==> src/rtl/sp_fifo_ctl_1024x16_pkg.sv <==
// Shared constants and memory-operation encoding for the 1024x16 single-port FIFO controller.
package sp_fifo_ctl_1024x16_pkg;

  localparam int FIFO_DEPTH = 1024;
  localparam int DATA_W     = 16;
  localparam int ADR_W      = 10;
  localparam int CNT_W      = 11;
  localparam int OBUF_DEPTH = 2;

  typedef enum logic [1:0] {
    MEM_IDLE  = 2'd0,
    MEM_WRITE = 2'd1,
    MEM_READ  = 2'd2
  } mem_op_e;

  // Writes always update both bytes; reads and idle cycles leave enables low.
  function automatic logic [1:0] mem_wen(input mem_op_e op);
    return (op == MEM_WRITE) ? 2'b11 : 2'b00;
  endfunction

endpackage

==> src/rtl/sp_fifo_ctl_1024x16_if.sv <==
// Valid/ready word stream used for the push and pop sides of the FIFO.
interface sp_fifo_ctl_1024x16_if;
  import sp_fifo_ctl_1024x16_pkg::*;

  logic              valid;
  logic              ready;
  logic [DATA_W-1:0] data;

  modport master (output valid, output data, input ready);
  modport slave  (input valid, input data, output ready);

endinterface

==> src/rtl/sp_fifo_ctl_1024x16_obuf.sv <==
// Two-entry output buffer absorbing RAM read latency; entry 0 is always the head word.
module sp_fifo_obuf
  import sp_fifo_ctl_1024x16_pkg::*;
(
  input  logic                          clk,
  input  logic                          rst_n,
  input  logic                          cap_valid_i,
  input  logic [DATA_W-1:0]             cap_data_i,
  output logic [1:0]                    cnt_o,
  sp_fifo_ctl_1024x16_if.master         pop
);

  logic [DATA_W-1:0] ent_q [OBUF_DEPTH];
  logic [DATA_W-1:0] ent_d [OBUF_DEPTH];
  logic [1:0]        cnt_q;
  logic [1:0]        cnt_d;
  logic              pop_fire;

  assign pop.valid = rst_n && (cnt_q != 2'd0);
  assign pop.data  = ent_q[0];
  assign pop_fire  = pop.valid && pop.ready;
  assign cnt_o     = cnt_q;

  // Pop shifts first, then the captured word lands in the first free slot,
  // so a simultaneous capture and pop keeps the count and the order intact.
  always_comb begin
    ent_d = ent_q;
    cnt_d = cnt_q;
    if (pop_fire) begin
      ent_d[0] = ent_q[1];
      cnt_d    = cnt_q - 2'd1;
    end
    if (cap_valid_i) begin
      ent_d[cnt_d[0]] = cap_data_i;
      cnt_d           = cnt_d + 2'd1;
    end
  end

  always_ff @(posedge clk) begin
    if (!rst_n) begin
      cnt_q <= 2'd0;
    end else begin
      cnt_q <= cnt_d;
    end
  end

  always_ff @(posedge clk) begin
    ent_q <= ent_d;
  end

endmodule

==> src/rtl/sp_fifo_ctl_1024x16.sv <==
// FIFO controller for an external 1024x16 single-port RAM with a two-word output buffer.
module sp_fifo_ctl_1024x16
  import sp_fifo_ctl_1024x16_pkg::*;
#(
  parameter int AF_THR = 1000
) (
  input  logic              clk,
  input  logic              rst_n,
  input  logic              i_push_valid,
  input  logic [DATA_W-1:0] i_push_data,
  output logic              o_push_ready,
  output logic              o_pop_valid,
  output logic [DATA_W-1:0] o_pop_data,
  input  logic              i_pop_ready,
  output logic              o_mem_en,
  output logic [1:0]        o_mem_wen,
  output logic [ADR_W-1:0]  o_mem_adr,
  output logic [DATA_W-1:0] o_mem_wdata,
  input  logic [DATA_W-1:0] i_mem_rdata,
  output logic [CNT_W-1:0]  o_count,
  output logic              o_almost_full
);

  logic [ADR_W-1:0] wr_ptr_q, wr_ptr_d;
  logic [ADR_W-1:0] rd_ptr_q, rd_ptr_d;
  logic [CNT_W-1:0] mem_cnt_q, mem_cnt_d;
  logic [CNT_W-1:0] count_q, count_d;
  logic             rd_pend_q, rd_pend_d;
  logic             prio_rd_q, prio_rd_d;
  logic             almost_full_q, almost_full_d;
  logic [1:0]       obuf_cnt;
  logic             rd_req, push_ready, push_fire, read_fire, pop_fire;
  mem_op_e          mem_op;

  sp_fifo_ctl_1024x16_if pop_bus ();

  sp_fifo_obuf u_obuf (
    .clk         (clk),
    .rst_n       (rst_n),
    .cap_valid_i (rd_pend_q),
    .cap_data_i  (i_mem_rdata),
    .cnt_o       (obuf_cnt),
    .pop         (pop_bus)
  );

  assign pop_bus.ready = i_pop_ready;
  assign o_pop_valid   = pop_bus.valid;
  assign o_pop_data    = pop_bus.data;

  // Reads are requested only when the buffer can take the word without
  // backpressure; prio_rd hands the port to a waiting read after one push.
  always_comb begin
    rd_req     = rst_n && (mem_cnt_q != '0) &&
                 (({1'b0, obuf_cnt} + {2'b00, rd_pend_q}) < 3'd2);
    push_ready = rst_n && (mem_cnt_q < CNT_W'(FIFO_DEPTH)) && !(rd_req && prio_rd_q);
    push_fire  = i_push_valid && push_ready;
    read_fire  = rd_req && !push_fire;
    pop_fire   = o_pop_valid && i_pop_ready;

    mem_op = MEM_IDLE;
    if (push_fire) begin
      mem_op = MEM_WRITE;
    end else if (read_fire) begin
      mem_op = MEM_READ;
    end

    wr_ptr_d  = wr_ptr_q + ADR_W'(push_fire);
    rd_ptr_d  = rd_ptr_q + ADR_W'(read_fire);
    mem_cnt_d = mem_cnt_q + CNT_W'(push_fire) - CNT_W'(read_fire);
    rd_pend_d = read_fire;

    prio_rd_d = prio_rd_q;
    if (read_fire) begin
      prio_rd_d = 1'b0;
    end else if (push_fire && rd_req) begin
      prio_rd_d = 1'b1;
    end

    // Total occupancy only changes at the edges of the pipe: push in, pop out.
    count_d       = count_q + CNT_W'(push_fire) - CNT_W'(pop_fire);
    almost_full_d = (count_d >= CNT_W'(AF_THR));
  end

  assign o_push_ready  = push_ready;
  assign o_mem_en      = (mem_op != MEM_IDLE);
  assign o_mem_wen     = mem_wen(mem_op);
  assign o_mem_adr     = (mem_op == MEM_WRITE) ? wr_ptr_q : rd_ptr_q;
  assign o_mem_wdata   = i_push_data;
  assign o_count       = count_q;
  assign o_almost_full = almost_full_q;

  always_ff @(posedge clk) begin
    if (!rst_n) begin
      wr_ptr_q      <= '0;
      rd_ptr_q      <= '0;
      mem_cnt_q     <= '0;
      count_q       <= '0;
      rd_pend_q     <= 1'b0;
      prio_rd_q     <= 1'b0;
      almost_full_q <= 1'b0;
    end else begin
      wr_ptr_q      <= wr_ptr_d;
      rd_ptr_q      <= rd_ptr_d;
      mem_cnt_q     <= mem_cnt_d;
      count_q       <= count_d;
      rd_pend_q     <= rd_pend_d;
      prio_rd_q     <= prio_rd_d;
      almost_full_q <= almost_full_d;
    end
  end

endmodule
==> config.mk <==
export PLATFORM = sky130hd
export DESIGN_NAME = sp_fifo_ctl_1024x16
export DESIGN_NICKNAME = d
export VERILOG_FILES = /design/src/rtl/sp_fifo_ctl_1024x16_pkg.sv /design/src/rtl/sp_fifo_ctl_1024x16_if.sv /design/src/rtl/sp_fifo_ctl_1024x16_obuf.sv /design/src/rtl/sp_fifo_ctl_1024x16.sv
export SDC_FILE = /design/constraint.sdc
export NUM_CORES = 1
export LEC_CHECK = 0
export ABC_CLOCK_PERIOD_IN_PS = 9100
export CAP_MARGIN = 25
export CELL_PAD_IN_SITES_DETAIL_PLACEMENT = 1
export CELL_PAD_IN_SITES_GLOBAL_PLACEMENT = 2
export CORE_UTILIZATION = 33
export DETAILED_ROUTE_END_ITERATION = 10
export HOLD_SLACK_MARGIN = 0.1
export PLACE_DENSITY_LB_ADDON = 0.05
export SKIP_LAST_GASP = 1
export SLEW_MARGIN = 20
export SYNTH_ARGS = -nofsm -noshare
export SYNTH_HDL_FRONTEND = slang
export SYNTH_SLANG_ARGS = --single-unit
==> constraint.sdc <==
create_clock -name clk -period 9.1 [get_ports clk]
set_input_delay 1.82 -clock clk [delete_from_list [all_inputs] [get_ports clk]]
set_output_delay 1.82 -clock clk [all_outputs]
set_load 0.05 [all_outputs]
Word level (Yosys, flattened, before mapping)
Index checks and enable logic that the tools add are counted.
- mux-type cells: 11
- reduce and logical (&&, ||, !) cells: 17
- $lt $le $gt $ge: 5
- $add $sub $neg: 9
- eq/ne operators: 1
- bitwise logic cells: 2
- operators by type and width (cell ; number):
    $bwmux 32 ; 1
    $mux 16 ; 2
    $mux 32 ; 1
    $add 11x1->11 ; 2
    $sub 11x1->11 ; 2
    $add 10x1->10 ; 2
    $demux 16 s1 ; 1
    $ge 11x10->1 const B ; 1
    $logic_and 1x1->1 ; 11
    $lt 11x11->1 const B ; 1
    $reduce_bool 11->1 ; 1
    $mux 10 ; 1
    $mux 2 ; 5
    $reduce_bool 2->1 ; 2
    $add 2x1->3 ; 1
    $lt 3x2->1 const B ; 1
    $add 2x1->2 const B ; 1
    $eq 2x1->1 const B ; 1
    $ge 2x2->1 const B ; 1
    $logic_not 1->1 ; 2
    $lt 2x1->1 const B ; 1
    $not 1->2 ; 1
    $reduce_or 2->1 ; 1
    $sub 2x1->2 const B ; 1
    $not 1->1 ; 1
- word-level logic and storage cells: 55
- input port bits: 36
- register bits: 79
- output and inout bits: 59

Logic depth before layout (Yosys ltp)
- depth in word-level cells: 13
- depth in mapped cells: 18
- depth with buffers taken out: 17

By module
From an unflattened synthesis, not the netlist that was laid out.
- cell total of the unflattened synthesis: 442
- area total of the unflattened synthesis: 4429.2 µm²
- modules (own cells, without submodules) (module ; area each (µm²) ; times used ; cells each):
    sp_fifo_ctl_1024x16 ; 2854.0 ; 1 ; 335
    sp_fifo_obuf ; 1575.3 ; 1 ; 107

Least setup slack after synthesis
OpenSTA, ideal clock, no wires.
- kind: input-to-output
- start point: input rst_n
- end point: output o_mem_adr[2]
- cell stages on the path: 7
- buffers on the path: 2
- data required time: 7.280 ns
- path slack: 3.786 ns
- data arrival time: 3.494 ns
- cell sequence: bufbuf_16 > or2b_2 > a21oi_4 > nand2_4 > inv_6 > buf_12 > mux2_4
- word-level cells in the longest chain between the ends: 12
- ends and longest elaborated chain (what ; line ; source):
    start: declaration ; sp_fifo_ctl_1024x16.sv:8 ; input logic rst_n,
    $logic_and 1x1->1 (2 in series) ; sp_fifo_ctl_1024x16.sv:53 ; rd_req = rst_n && (mem_cnt_q != '0) &&
    $logic_and 1x1->1 ; sp_fifo_ctl_1024x16.sv:55 ; push_ready = rst_n && (mem_cnt_q < CNT_W'(FIFO_DEPTH)) && !(rd_req && prio_rd_q);
    $logic_not 1->1 ; sp_fifo_ctl_1024x16.sv:55 ;
    $logic_and 1x1->1 (*) ; sp_fifo_ctl_1024x16.sv:55 ;
    via o_push_ready ; sp_fifo_ctl_1024x16.sv:11 ; output logic o_push_ready,
    $logic_and 1x1->1 (*) ; sp_fifo_ctl_1024x16.sv:56 ; push_fire = i_push_valid && push_ready;
    $logic_not 1->1 ; sp_fifo_ctl_1024x16.sv:57 ; read_fire = rd_req && !push_fire;
    $logic_and 1x1->1 ; sp_fifo_ctl_1024x16.sv:57 ;
    $mux 2 ; sp_fifo_ctl_1024x16.sv:63 ; end else if (read_fire) begin
    $mux 2 (*) ; sp_fifo_ctl_1024x16.sv:61 ; if (push_fire) begin
    $eq 2x1->1 (*) ; sp_fifo_ctl_1024x16.sv:87 ; assign o_mem_adr = (mem_op == MEM_WRITE) ? wr_ptr_q : rd_ptr_q;
    $mux 10 (*) ; sp_fifo_ctl_1024x16.sv:87 ;
    end: declaration ; sp_fifo_ctl_1024x16.sv:17 ; output logic [ADR_W-1:0] o_mem_adr,
Mark *: on every way through the listed nets, which the timed path passes. The rest lies on a longest branch.

Worst setup path after layout
- start point: input rst_n
- end point: output o_mem_adr[0]
- word-level cells in the longest chain between the ends: 12
- ends and longest elaborated chain (what ; line):
    $logic_and 1x1->1 (2 in series) ; sp_fifo_ctl_1024x16.sv:53
    $logic_and 1x1->1 ; sp_fifo_ctl_1024x16.sv:55
    $logic_not 1->1 ; sp_fifo_ctl_1024x16.sv:55
    $logic_and 1x1->1 ; sp_fifo_ctl_1024x16.sv:55
    $logic_and 1x1->1 ; sp_fifo_ctl_1024x16.sv:56
    $logic_not 1->1 ; sp_fifo_ctl_1024x16.sv:57
    $logic_and 1x1->1 ; sp_fifo_ctl_1024x16.sv:57
    $mux 2 ; sp_fifo_ctl_1024x16.sv:63
    $mux 2 (*) ; sp_fifo_ctl_1024x16.sv:61
    $eq 2x1->1 (*) ; sp_fifo_ctl_1024x16.sv:87
    $mux 10 (*) ; sp_fifo_ctl_1024x16.sv:87
Mark *: on every way between the ends. The rest lies on a longest branch, timed or not.

==> out/qor.yml <==
layout:
  fin_nets: 557
  fillers: 1474
  area_growth_pct: 18.8
  regArea_um2: 1740
  finalNonFillerCells: 665
  multi_input_area_um2: 2060
  antennaDiodeCount: 0
  drive_above_1_share_pct: 7.30
clock_network:
  clock_latency_ns: 0.34
  post-cts-setup-buffers: 0
  cts_root_buffer: "clkbuf_16"
  ctsResizeCount: 0
  hold_buffers: 0
  cts_made_buffers: 9
  htreeDepth: 3
  clk_pin_slew_ns: 0.06
  cts.sinks: 79
  clock_path_buffers: 2
  cts_tree: "yes"
detailed_routing:
  wl_per_cell_um: 14.3
  totalWireLength_um: 9490
  drt_iter0_markers: 116
  drc: 0
  via_per_inst: 4.70
  via_count: 3125
  dr.pass1.iters: 4
  drtAntennaViolNets: 0
grt:
  grt_antenna_before_repair: 0
  grt-ovfl-total: 0
  grt_max_degree: 33
  grt_pass1_vias: 3195
  grt_use_total_pct: 15.5
  grt_first_pass_wirelength_um: 15800
setup_path:
  end_kind: "output port"
  cp_slowest_stage_delay_ns: 0.90
  r2r_cells: 15
  cp.depth: 7
  worstPathArrival_ns: 4.59
  startpoint_type: "input port"
  path_buf_inv: 3
  required_ns: 7.28
  critPathKind: "input port to output port"
  path_cells: "clkdlybuf4s50_1, or2b_2, a21oi_4, nand2_4, inv_6, mux2_2, clkdlybuf4s50_1"
  crit_family: "buffers and inverters"
  cp_common_cell: "clkdlybuf4s50_1"
  path_max_fanout: 21
  cpMaxStageDelayCell: "clkdlybuf4s50_1"
  r2r_slack_ns: 4.67
pwr:
  p_clk_share_pct: 18.8
  peakVddDrop_mv: 0.134
  power_frac_seq_pct: 26.0
  finalPower_w: 0.00203
  p_per_area_nw_per_um2: 398
  comb_power_share_pct: 55.1
  swShare_pct: 44.0
  p_leak_nw: 2.11
  p_sw_w: 0.000893
  p_int_w: 0.00114
synthesis:
  synth_area_leaders: "dfxtp_1 (29%), edfxtp_1 (11%), ha_1 (9.0%), buf_4 (5.8%), nor2_1 (4.5%)"
  yosysTopAreaCellShare_pct: 29.4
  synthMuxAreaShare_pct: 4.20
  syn_inst: 462
  synthAdderAreaFrac_pct: 9.97
  yosys_warnings: 0
  synth_nets: 531
  synth_common_cells: "dfxtp_1 (63), nor2_1 (52), nand2_1 (39)"
  ys_async_sr_fraction_pct: 0
  synth-simple-area-share_pct: 17.6
  synth_edf_count: 16
  synth.avg_cell_area_um2: 9.29
  synth_top_family_by_area: "simple AND/OR/NAND/NOR gates"
  ys_ff_latch: 79
  yosysSeqAreaShare_pct: 40.6
  netlist_area_um2: 4290
  yosysMostFrequentCell: "dfxtp_1"
  synth_compound_area_share_pct: 10.2
  yosysTopAreaCell: "dfxtp_1"
  synth_ff_type: "dfxtp_1"
  synth-xor-area-share_pct: 6.12
  yosysUniqueCellTypes: 52
floorplan:
  start_util_pct: 33.9
  io_pins: 95
  core_area_um2: 12700
  row_count: 41
  fp.dieArea_um2: 13500
  die_h_um: 116
  dieWidth_um: 116
timing:
  rsz0062_at_grt: "false"
  tightest_slew_ns: 0.768
  finalCritPeriodShare_pct: 70.4
  relSlewSlack_pct: 48.8
  setup_viol: 0
  finClkSkew_ns: 0.00769
  setup_tns_ns: 0
  fin_crit_ns: 6.41
  fmax_mhz: 156
  hold_viol: 0
  final-max-slew-violation-count: 0
hold_path:
  hold_path_class: "flip-flop to flip-flop"
  whs_path_depth: 2
placement:
  post-place-cells: 649
  hpwl_um: 6970
  gp_congestion: 0.717
  port_buffers: 62
job:
  drv_cap: 0
outcome:
  outcome: "complete, no violations"
-- placed cells by master, fill, tap and decap left out, types with 2 or more instances in the layout --
cell type and count:
dfxtp_1 63, clkdlybuf4s50_1 62, nor2_1 52, nand2_1 39, inv_1 33, ha_1 31
a31oi_1 20, xor2_1 18, edfxtp_1 16, nand3_1 15, xnor2_1 12, and2_1 11
o21ai_0 11, a21oi_1 10, and3_1 9, clkbuf_16 9, a21o_1 8, mux2_4 7
nor3_1 7, nand2b_1 6, nand4_1 5, mux2_2 4, inv_6 3, a211oi_1 3
mux2i_1 3, o31ai_1 3, or2_2 2, a211o_1 2, o211ai_1 2, fa_1 2
clkbuf_8 2
-- metal layers --
metal	routed length [µm]	global-route usage [%]	vias to the layer above
li1	-	-	1579
met1	4550	19.5	1488
met2	4430	25.2	48
met3	378	3.97	10
met4	126	6.15	0
met5	0	0	-
-- worst paths after layout --
check	from	to
setup / recovery	rst_n	o_mem_adr[0]
hold reg to reg	u_obuf.pop.data[14]	u_obuf.pop.data[14]
setup reg to reg	u_obuf.cnt_o[1]	o_almost_full
hold / removal	u_obuf.pop.data[14]	u_obuf.pop.data[14]
-- layout make-up --
class,count,area share [%]
clock buffers,11,4.96
clock inverters,5,1.25
multi-input cells,300,40.4
repair buffers,63,12.3
inverters,35,2.67
well taps,172,4.22
flip-flops and latches,79,34.2
-- worst register-to-register path: stages (launching register included) --
cell and delay (ns):
dfxtp_1 0.30, inv_1 0.12, ha_1 0.16, and2b_1 0.18
nand2_1 0.56, clkinv_1 0.68, ha_1 0.50, inv_1 0.04
ha_1 0.20, fa_1 0.41, and3_1 0.21, o21ai_0 0.30
a31oi_1 0.16, o211ai_1 0.20, and3_1 0.21, o31ai_1 0.08
-- power by group through the flow --
| stage | clock, W | combinational, W | sequential, W |
|---|---|---|---|
| after floorplan | 0 | 0.000854 | 0.000591 |
| after global placement | 0 | 0.00112 | 0.000538 |
| after detailed placement | 0 | 0.00113 | 0.000540 |
| after CTS | 0.000399 | 0.00114 | 0.000532 |
| after global routing | 0.000412 | 0.00125 | 0.000542 |
| final | 0.000382 | 0.00112 | 0.000528 |
-- stage by stage --
step | hold WS, ns | cell area [µm²] | worst slack [ns] | util (%)
6_report | 0.474 | 5100 | 2.69 | 40.2
5_1_grt | 0.503 | 5100 | 2.32 | 40.2
4_1_cts | 0.481 | 5100 | 2.66 | 40.2
3_5_place_dp | 0.469 | 4780 | 2.36 | 37.8
3_3_place_gp | 0.461 | 4780 | 2.43 | 37.8
2_1_floorplan | 0.451 | 4290 | 3.79 | -
-- kinds of logic (layout without fill, tap and decap cells) --
group,count (synthesis),in the layout
flops,79,79
compound gates,66,66
simple gates,157,157
xor+xnor,30,30
mux,14,14
buf+inv,83,114
fa+ha+maj,33,33
No activity file was read; power rests on OpenSTA's default activity.
==> variant, RTL diff (same settings) <==
The package constant `ADR_W` goes from 10 to 20.
--- a/src/rtl/sp_fifo_ctl_1024x16_pkg.sv
+++ b/src/rtl/sp_fifo_ctl_1024x16_pkg.sv
@@ -5,3 +5,3 @@
   localparam int DATA_W     = 16;
-  localparam int ADR_W      = 10;
+  localparam int ADR_W      = 20;
   localparam int CNT_W      = 11;
Ports: changed (resized o_mem_adr); port bits go from 95 to 105. The function was not compared with the original's and may differ.
==> variant against the original RTL <==
- sequential cell count grew 20
- highest routed layer unchanged
- power increased by 8.2%
- routed wire length grew 27%
- worst setup slack worse by 0.46 ns
- cell area rose by 21%
- area after synthesis is 21% higher
- critical endpoint is now o_mem_adr[16]
- combinational power increased by 4%
- core utilization increased by 0.14 points
- final cell count rose by 24%
==> variant: results (changes against the original RTL) <==
\begin{tabular}{lr}
\hline
Metric & Value \\
\hline
\multicolumn{2}{l}{\textbf{Outcome}} \\
Status & complete, no violations (unchanged) \\
\multicolumn{2}{l}{\textbf{Final layout}} \\
Share of cells above drive strength 1 & 9.135\% (was 7.302\%) \\
NumNets Final & 677 (was 557) \\
Number of inserted filler cells in the final layout & 1821 (was 1474) \\
\multicolumn{2}{l}{\textbf{Global route}} \\
Largest net degree at the start of global routing & 49 (was 33) \\
Global routing met2 resource utilization & 26.62\% (was 25.24\%) \\
Fraction of met3 tracks used by global routing & 4.564\% (was 3.975\%) \\
Via count of the first global-routing pass & 4151 (was 3195) \\
Met1 Usage GRT & 20.01\% (was 19.49\%) \\
Global-route total usage across every layer & 16.03\% (was 15.47\%) \\
\multicolumn{2}{l}{\textbf{Power and ir drop}} \\
Static power due to leakage & 2.444 nW (was 2.111 nW) \\
Share of total power in combinational logic & 52.8\% (was 55.1\%) \\
Switch Pwr & 0.9375 mW (was 0.8928 mW) \\
\multicolumn{2}{l}{\textbf{Timing}} \\
Worst Setup Slack, final & 2.230 ns (was 2.692 ns) \\
\multicolumn{2}{l}{\textbf{Yosys}} \\
Synthesized area divided by synthesized cell count & 9.093 sq um (was 9.292 sq um) \\
Post-synthesis net count & 641 (was 531) \\
Yosys cell types & 64 (was 52) \\
Top cells by area in the synthesized netlist & dfxtp\_1, edfxtp\_1, ha\_1, buf\_4, nor2\_1 (unchanged) \\
\multicolumn{2}{l}{\textbf{Route}} \\
Routed via count & 4020 (was 3125) \\
Met3 layer wire length in the routed design & 486 microns (was 378 microns) \\
Met1 WL & 5.647 mm (was 4.552 mm) \\
DR iter-0 viols & 142 (was 116) \\
Routed length on met2 & 5.780 mm (was 4.427 mm) \\
\multicolumn{2}{l}{\textbf{Placed design}} \\
Placer congestion estimate & 0.7952 (was 0.7169) \\
Buffers added on ports & 72 (was 62) \\
Total instance count after detailed placement & 808 (was 649) \\
Detailed-placement wirelength estimate & 8.740 mm (was 6.967 mm) \\
\multicolumn{2}{l}{\textbf{Min path}} \\
Startpoint of the worst hold path & u\_obuf.pop.data[6] (was u\_obuf.pop.data[14]) \\
Sink of the worst hold path & u\_obuf.pop.data[6] (was u\_obuf.pop.data[14]) \\
\multicolumn{2}{l}{\textbf{Worst setup path}} \\
Setup slack, reg-to-reg & 4.58 ns (was 4.67 ns) \\
Highest fanout seen on the critical path & 26 (was 21) \\
Reg2reg path depth & 16 (was 15) \\
\hline
\end{tabular}
==> variant: cell types whose count changed in the layout (fill, tap and decap cells not counted), sizes merged, moves of 9 or more <==
| cell | delta |
|---|---|
| clkdlybuf4s50 | +10 |
| mux2 | +9 |
| dfxtp | +20 |
| nand2 | +19 |
| a21oi | +13 |
| nor2 | +9 |
==> variant: final cells by class <==
cell class	count	area, sq um	area share [%]
multi-input cells	383	2569	41.53
clock inverters	6	90.09	1.457
clock buffers	10	229.0	3.702
repair buffers	74	735.7	11.90
flip-flops and latches	99	2142	34.63
inverters	41	155.1	2.509
well taps	211	264.0	4.269
==> variant: worst max path at each step <==
stage	endpoint
floorplan	o_mem_adr[13]
global placement	o_mem_adr[0]
detailed placement	o_mem_adr[0]
CTS	o_mem_adr[0]
global route	o_mem_adr[16]
finish	o_mem_adr[16]
==> variant: per-stage QoR <==
step           hold slack [ns]  instance area [sq um]  util (%)  total power [mW]
2_1_floorplan           0.4482                   5201         -             1.559
3_3_place_gp            0.4618                   5866     38.30             1.786
3_5_place_dp            0.4688                   5866     38.30             1.796
4_1_cts                 0.4810                   6185     40.38             2.233
5_1_grt                 0.5018                   6185     40.38             2.365
6_report                0.4782                   6185     40.38             2.196
==> variant: worst max-delay path, stage by stage <==
cell             delay [ns]
clkdlybuf4s50_1        0.80
buf_4                  0.27
o211ai_1               0.14
nor2_1                 0.19
a211oi_2               0.12
nand2_2                0.15
clkinv_2               0.38
mux2_2                 0.37
clkdlybuf4s50_1        0.80
==> variant: logic make-up after synthesis <==
group,share of synthesized area (%)
AND/OR/NAND/NOR,19.03
multiplexers,4.715
adder cells (fa/ha/maj),8.227
buffers and inverters,9.430
flip-flops,41.18
AO/OA/AOI/OAI,10.51
XOR/XNOR,6.904
